--- src/rtl/s8_jk_stim.sv ---
// s8_jk_stim: synchronises and debounces board switches/keys for the JK flip-flop stage,
// and turns each accepted KEY_CP press into one fixed-width CP pulse with a press counter.

module s8_jk_stim_db #(
    parameter int unsigned DB_CYCLES = 500000,
    parameter int unsigned CNT_W     = 20,
    parameter logic        IDLE_LVL  = 1'b0
) (
    input  logic clk,
    input  logic rst_n,
    input  logic din,
    output logic stable
);

    logic             sync1_q;
    logic             sync2_q;
    logic             stable_q;
    logic             stable_d;
    logic [CNT_W-1:0] cnt_q;
    logic [CNT_W-1:0] cnt_d;

    // Two-flop synchroniser, stable level and debounce counter
    always_ff @(posedge clk or negedge rst_n) begin
        if (!rst_n) begin
            sync1_q  <= IDLE_LVL;
            sync2_q  <= IDLE_LVL;
            stable_q <= IDLE_LVL;
            cnt_q    <= '0;
        end else begin
            sync1_q  <= din;
            sync2_q  <= sync1_q;
            stable_q <= stable_d;
            cnt_q    <= cnt_d;
        end
    end

    // Accept the new level only after DB_CYCLES consecutive mismatching samples
    always_comb begin
        stable_d = stable_q;
        cnt_d    = '0;
        if (sync2_q != stable_q) begin
            if (cnt_q == CNT_W'(DB_CYCLES - 1)) begin
                stable_d = sync2_q;
            end else begin
                cnt_d = cnt_q + CNT_W'(1);
            end
        end
    end

    assign stable = stable_q;

endmodule

module s8_jk_stim #(
    parameter int unsigned DB_CYCLES = 500000,
    parameter int unsigned CNT_W     = 20,
    parameter int unsigned PULSE_W   = 4
) (
    input  logic       CLK,
    input  logic       RESET,
    input  logic       SW_J,
    input  logic       SW_K,
    input  logic       KEY_CP,
    input  logic       KEY_S,
    input  logic       KEY_R,
    output logic       J,
    output logic       K,
    output logic       CP,
    output logic       S,
    output logic       R,
    output logic [7:0] CP_CNT
);

    localparam int unsigned PCNT_W = 8;
    localparam int unsigned CCNT_W = 8;

    localparam logic [1:0] ST_IDLE     = 2'd0;
    localparam logic [1:0] ST_PULSE    = 2'd1;
    localparam logic [1:0] ST_WAIT_REL = 2'd2;

    logic sw_j_st;
    logic sw_k_st;
    logic key_cp_st;
    logic key_s_st;
    logic key_r_st;

    s8_jk_stim_db #(.DB_CYCLES(DB_CYCLES), .CNT_W(CNT_W), .IDLE_LVL(1'b0)) u_db_j (
        .clk(CLK), .rst_n(RESET), .din(SW_J), .stable(sw_j_st)
    );
    s8_jk_stim_db #(.DB_CYCLES(DB_CYCLES), .CNT_W(CNT_W), .IDLE_LVL(1'b0)) u_db_k (
        .clk(CLK), .rst_n(RESET), .din(SW_K), .stable(sw_k_st)
    );
    s8_jk_stim_db #(.DB_CYCLES(DB_CYCLES), .CNT_W(CNT_W), .IDLE_LVL(1'b1)) u_db_cp (
        .clk(CLK), .rst_n(RESET), .din(KEY_CP), .stable(key_cp_st)
    );
    s8_jk_stim_db #(.DB_CYCLES(DB_CYCLES), .CNT_W(CNT_W), .IDLE_LVL(1'b1)) u_db_s (
        .clk(CLK), .rst_n(RESET), .din(KEY_S), .stable(key_s_st)
    );
    s8_jk_stim_db #(.DB_CYCLES(DB_CYCLES), .CNT_W(CNT_W), .IDLE_LVL(1'b1)) u_db_r (
        .clk(CLK), .rst_n(RESET), .din(KEY_R), .stable(key_r_st)
    );

    logic [3:0]        lvl_q;
    logic [3:0]        lvl_d;
    logic [1:0]        state_q;
    logic [1:0]        state_d;
    logic [PCNT_W-1:0] pcnt_q;
    logic [PCNT_W-1:0] pcnt_d;
    logic              cp_q;
    logic              cp_d;
    logic [CCNT_W-1:0] cp_cnt_q;
    logic [CCNT_W-1:0] cp_cnt_d;
    logic              press_prev_q;
    logic              press_c;

    assign press_c = ~key_cp_st;

    // Level outputs: {R, S, K, J}, keys inverted to active-high; no S/R interlock
    always_comb begin
        lvl_d = {~key_r_st, ~key_s_st, sw_k_st, sw_j_st};
    end

    always_ff @(posedge CLK or negedge RESET) begin
        if (!RESET) begin
            lvl_q        <= '0;
            state_q      <= ST_IDLE;
            pcnt_q       <= '0;
            cp_q         <= 1'b0;
            cp_cnt_q     <= '0;
            press_prev_q <= 1'b0;
        end else begin
            lvl_q        <= lvl_d;
            state_q      <= state_d;
            pcnt_q       <= pcnt_d;
            cp_q         <= cp_d;
            cp_cnt_q     <= cp_cnt_d;
            press_prev_q <= press_c;
        end
    end

    // One CP pulse per debounced press; a held key must be released before the next one
    always_comb begin
        state_d  = state_q;
        pcnt_d   = pcnt_q;
        cp_d     = cp_q;
        cp_cnt_d = cp_cnt_q;
        case (state_q)
            ST_IDLE: begin
                cp_d = 1'b0;
                if (press_c && !press_prev_q) begin
                    pcnt_d   = PCNT_W'(PULSE_W - 1);
                    cp_d     = 1'b1;
                    cp_cnt_d = cp_cnt_q + CCNT_W'(1);
                    state_d  = ST_PULSE;
                end
            end
            ST_PULSE: begin
                if (pcnt_q == '0) begin
                    cp_d    = 1'b0;
                    state_d = ST_WAIT_REL;
                end else begin
                    cp_d   = 1'b1;
                    pcnt_d = pcnt_q - PCNT_W'(1);
                end
            end
            ST_WAIT_REL: begin
                cp_d = 1'b0;
                if (!press_c) begin
                    state_d = ST_IDLE;
                end
            end
            default: begin
                cp_d    = 1'b0;
                state_d = ST_IDLE;
            end
        endcase
    end

    assign J      = lvl_q[0];
    assign K      = lvl_q[1];
    assign S      = lvl_q[2];
    assign R      = lvl_q[3];
    assign CP     = cp_q;
    assign CP_CNT = cp_cnt_q;

endmodule

--- config.mk ---
export PLATFORM = sky130hd
export DESIGN_NAME = s8_jk_stim
export DESIGN_NICKNAME = d
export VERILOG_FILES = /design/src/rtl/s8_jk_stim.sv
export SDC_FILE = /design/constraint.sdc
export NUM_CORES = 1
export LEC_CHECK = 0
export CORE_UTILIZATION = 45
export CTS_BUF_LIST = sky130_fd_sc_hd__clkbuf_8
export CTS_CLUSTER_DIAMETER = 40
export CTS_CLUSTER_SIZE = 20
export DETAILED_ROUTE_END_ITERATION = 10
export PLACE_DENSITY = 0.7
export SYNTH_ARGS = -nofsm -noshare
export SYNTH_HDL_FRONTEND = slang
export SYNTH_SLANG_ARGS = --single-unit
--- constraint.sdc ---
create_clock -name CLK -period 6.5 [get_ports CLK]
set_input_delay 1.3 -clock CLK [delete_from_list [all_inputs] [get_ports CLK]]
set_output_delay 1.3 -clock CLK [all_outputs]
set_load 0.01 [all_outputs]
[After elaboration in Yosys (flattened, before gate mapping)]
Index checks and enable logic that the tools add are counted.
Storage, ports and cells
  output and inout bits: 13
  word-level logic and storage cells: 85
  register bits after elaboration: 139
  input bits: 7
Operators by class
  add/subtract/negate cells: 7
  mux-type cells: 20
  reduce and logical (&&, ||, !) cells: 13
  bitwise logic cells: 3
  equality and inequality tests: 16
Operators with widths (number)
  $mux W20: 10
  $add A20 B1 Y20 const B: 5
  $eq A20 B19 Y1 const B: 5
  $mux W8: 2
  $pmux W8 S2: 1
  $reduce_and A2 Y1: 6
  $add A8 B1 Y8 const B: 1
  $logic_not A8 Y1: 1
  $sub A8 B1 Y8 const B: 1
  $mux W2: 3
  $ne A2 B2 Y1 const B: 3
  $pmux W2 S3: 1
  $reduce_and A3 Y1: 2
  $ne A1 B1 Y1: 5
  $not A1 Y1: 3
  $eq A2 B1 Y1 const B: 1
  $eq A2 B2 Y1 const B: 1
  $logic_not A2 Y1: 1
  $mux W1: 2
  $ne A2 B1 Y1 const B: 1
  $pmux W1 S2: 1
  $reduce_bool A2 Y1: 1
  $logic_and A1 B1 Y1: 1
  $logic_not A1 Y1: 1

[Logic depth before layout (Yosys ltp)]
  depth after elaboration: 4
  gate-level depth with buffers: 7
  gate-level depth less buffers: 6

[Cells and area by module]
Synthesis repeated with hierarchy kept, for this count alone.
Second synthesis, totals
  cell total of the unflattened synthesis: 636
  area, all modules: 6777.8 um^2
By module, submodules not included
  s8_jk_stim_db (u_db_cp ...): cells each 109, seq. area each 579.3 um^2, instances 3, area an instance 1144.8 um^2
  s8_jk_stim_db (u_db_j): cells each 111, seq. area each 575.6 um^2, instances 1, area an instance 1148.6 um^2
  s8_jk_stim_db (u_db_k): cells each 109, seq. area each 575.6 um^2, instances 1, area an instance 1141.1 um^2
  s8_jk_stim: cells each 89, seq. area each 600.6 um^2, instances 1, area an instance 1053.5 um^2

[Least setup slack after synthesis]
No wires, ideal clock.
  kind: reg2reg
  from: register u_db_j.cnt_q[0]
  to: register u_db_j.cnt_q[16]
  clock period less this slack: 2048 ps
  arrival time: 1969 ps
  buffers on the path: 1
  required time: 6422 ps
  stages on the path, launching flop included: 7
  slack: 4452 ps
  path through: dfrtp_1 > ha_1 > nand4_2 > or4_1 > buf_2 > or4_1 > a21oi_1
On the way
  cells in the longest elaborated chain, start to end: 3
RTL lines
  from (decl): line 19  | logic [CNT_W-1:0] cnt_q;
  from (signal assigned): line 33  | cnt_q <= cnt_d;
  $add A20 B1 Y20 / $eq A20 B19 Y1 (equally long branches): line 45, 42
  $mux W20 (*): line 42  | if (cnt_q == CNT_W'(DB_CYCLES - 1)) begin
  $mux W20 (*): line 41  | if (sync2_q != stable_q) begin
  net u_db_j.cnt_d[16]: line 20  | logic [CNT_W-1:0] cnt_d;
Mark *: on every way through the listed nets, which the timed path passes. The rest lies on a longest branch.
A chain may end at the register's enable or synchronous reset.

[Final worst setup path]
  from: register cp_cnt_q[2] (netlist: CP_CNT[2])
  to: output CP_CNT[2]
RTL lines
  from (decl): line 111  | logic [CCNT_W-1:0] cp_cnt_q;
  from (signal assigned): line 136  | cp_cnt_q <= cp_cnt_d;
  to (decl): line 71  | output logic [7:0] CP_CNT
No word-level cell between the ends.

==> flow_metrics.py <==
metrics = {
    "route": {
        "post_drt_wl_per_cell_um": 13.9,
        "wl_um": 12000,
        "antenna_left": 0,
        "viasPerCell": 5.54,
        "vias": 4766,
        "drt_iter0_drc": 306,
        "drc": 0,
        "drtPass1Iterations": 5,
    },
    "layout": {
        "syn_to_final_growth_pct": 13.0,
        "final_common_cell": "dfrtp_1",
        "fin_nets": 683,
        "register_area_um2": 3490,
        "layout.cells.non_filler": 861,
        "fill_cells": 1239,
        "drive_above_1_share": 0.104,
        "layout_common_cells": "dfrtp_1 (130), nor2_1 (94), xnor2_1 (52), nand2_1 (36), nand3_1 (34)",
        "n_antenna_cell": 0,
        "multi_input_area_um2": 2890,
    },
    "worst_setup_path": {
        "cp_top_family": "buffers and inverters",
        "cpPeakStageDelay_ns": 0.56,
        "start_kind": "flop",
        "crit_start": "CP_CNT[2]",
        "critical_path_class": "flop to output pin",
        "cp_max_fo": 5,
        "crit_chain": "clkdlybuf4s50_1",
        "worstPathRequired_ns": 5.20,
        "critPathArrivalTime_ns": 1.42,
        "crit_path_end_kind": "output pin",
        "cp_slowest_cell": "clkdlybuf4s50_1",
        "path_buf_inv": 1,
        "rr_startpoint": "u_db_s.cnt_q[0]",
    },
    "power_and_ir_drop": {
        "peakVddDrop_mv": 0.194,
        "leakage_uw": 0.00287,
        "cellPowerDensity_nw_per_um2": 233,
    },
    "die": {
        "die_y_um": 122,
        "io_pins": 20,
        "core-area_um2": 14000,
        "die_area_um2": 14900,
        "die_w_um": 122,
        "rows": 43,
        "initial_core_util": 0.465,
    },
    "cts": {
        "insertion_delay_ns": 0.44,
        "post_cts_resized": 0,
        "h-tree-depth": 4,
        "cts_setup_buffers": 0,
        "cts.clk_slew.worst_paths_ns": 0.08,
        "cts.sinks": 139,
        "tritoncts": "built",
        "cts-root-buf": "clkbuf_8",
        "cts_hold_buf": 0,
        "cts_buffer_depth": 2,
        "cts_made_buffers": 17,
    },
    "synthesis": {
        "ys_seq_area_frac": 0.536,
        "synth_area_um2": 6510,
        "synth_seq_cells": 139,
        "syn_nets": 656,
        "synth_cell_types": 41,
        "syn_area_per_cell_um2": 10.2,
        "synth_cells": 641,
        "synth-warning-count": 0,
    },
    "sta": {
        "clock_skew_ns": 0.0115,
        "setup_viol": 0,
        "slew_headroom": 0.170,
        "worst_pin_slew_ns": 1.24,
        "hold_slack_ns": 0.351,
        "rsz0062_at_grt": "false",
        "final.min_clock_period_ns": 2.72,
        "final.setup.tns_ns": 0,
        "slew_violations": 0,
        "hold_viol": 0,
        "max_freq_ghz": 0.368,
        "finalCritPeriodShare": 0.418,
    },
    "grt": {
        "grt_overflow": 0,
        "grt_max_degree": 93,
        "track_usage": 0.175,
        "grt_pass1_wl_um": 20800,
        "grt_pass1_vias": 4622,
        "antenna_found_initial": 0,
    },
    "hold_path": {
        "worstHoldStart": "u_db_j.sync1_q",
        "hold_path_class": "flop to flop",
    },
    "place": {
        "dp_hpwl_um": 8220,
        "dp_cells": 829,
        "port_buffers": 19,
        "place.gp.congestion": 0.861,
    },
    "outcome": {
        "status": "complete, no violations",
    },
    "flow_run": {
        "max_cap_violations": 0,
    },
}
per-layer routing:
layer	part of all wire	global-route usage	routed length, um
met1	0.47	0.221	5590
met2	0.49	0.290	5920
met3	0.031	0.0474	373
met4	0.0097	0.0602	116
met5	0	0	0
cell usage after synthesis:
| master | count | area [um2] |
|---|---|---|
| nand4b_1 | 1 | 8.76 |
| a32o_1 | 1 | 10.0 |
| xor2_1 | 25 | 219 |
| nor4bb_1 | 4 | 40.0 |
| nor2b_1 | 1 | 6.26 |
| nor3b_1 | 1 | 7.51 |
| dfrtp_1 | 130 | 3250 |
| a31oi_1 | 2 | 12.5 |
| nand3_1 | 34 | 170 |
| mux2i_1 | 5 | 50.1 |
| clkbuf_1 | 12 | 45.0 |
| nand2_1 | 36 | 135 |
| or2_2 | 9 | 56.3 |
| mux2_2 | 6 | 67.6 |
| o21ai_0 | 12 | 60.1 |
| a211oi_1 | 1 | 7.51 |
| nor4_1 | 15 | 93.8 |
| o31ai_1 | 14 | 105 |
| and4_1 | 2 | 17.5 |
| ha_1 | 8 | 100 |
| and4_2 | 1 | 10.0 |
| nand4_2 | 2 | 25.0 |
| inv_1 | 22 | 82.6 |
| a21bo_2 | 1 | 10.0 |
| or3_1 | 12 | 75.1 |
| xnor2_1 | 52 | 455 |
| a31o_2 | 2 | 17.5 |
| nor4b_1 | 7 | 61.3 |
| nor2_1 | 94 | 353 |
| nor3_1 | 27 | 135 |
| or4_1 | 18 | 135 |
| nand3b_1 | 3 | 22.5 |
| nand4_1 | 29 | 181 |
| o21ai_1 | 1 | 5.00 |
| buf_2 | 3 | 15.0 |
| nand2b_1 | 1 | 6.26 |
| o31ai_2 | 2 | 25.0 |
| dfstp_2 | 9 | 236 |
| and3_1 | 6 | 37.5 |
| a2111oi_0 | 1 | 8.76 |
| a21oi_1 | 29 | 145 |
path summary, 6_finish.rpt:
kind / slack [ns] / depth (start not counted) / to
setup / recovery: 3.78 / 1 / CP_CNT[2]
hold / removal: 0.35 / 0 / u_db_j.sync2_q
setup reg to reg: 4.01 / 4 / u_db_s.cnt_q[3]
hold reg to reg: 0.35 / 0 / u_db_j.sync2_q
max in group asynchronous: 4.47 / 2 / u_db_cp.cnt_q[7]
min in group asynchronous: 0.93 / 1 / u_db_k.cnt_q[18]
layout make-up:
type	instances	share of cell area
clock buffer	17	0.0318
clock inverter	15	0.0289
inverter	22	0.0112
multi-input combinational	465	0.393
sequential	139	0.475
tap	180	0.0306
timing repair buffer	23	0.0301
where the power goes:
part,internal (uW),switching [uW],total (uW)
logic,13.7,33.4,47.0
registers,876,10.8,887
clock network,425,351,776
total,1310,395,1710
kinds of logic after synthesis:
family / after synthesis / share of synthesized area
fa+ha+maj: 8 / 0.0154
xor+xnor: 77 / 0.104
flops: 139 / 0.536
buf+inv: 37 / 0.0219
simple gates: 303 / 0.242
compound gates: 66 / 0.0625
mux: 11 / 0.0181
metrics by stage:
stage / instance area [um2] / setup WS (ns) / total power, uW / util
2_1_floorplan: 6510 / 4.45 / 923 / -
3_3_place_gp: 6910 / 3.96 / 950 / 0.494
3_5_place_dp: 6910 / 3.90 / 953 / 0.494
4_1_cts: 7350 / 3.74 / 1740 / 0.526
5_1_grt: 7350 / 3.70 / 1780 / 0.526
6_report: 7350 / 3.78 / 1710 / 0.526
flip-flops by register name, summed over array words and instances, names as in the netlist, 2 cells and up:
signal and flops:
u_db_j.cnt_q 20, CP_CNT 8, u_db_k.cnt_q 20, u_db_cp.cnt_q 20, state_q 2, pcnt_q 8, u_db_s.cnt_q 20, u_db_r.cnt_q 20
lvl_q 4
Note: power is estimated with default switching activity, not from simulation.
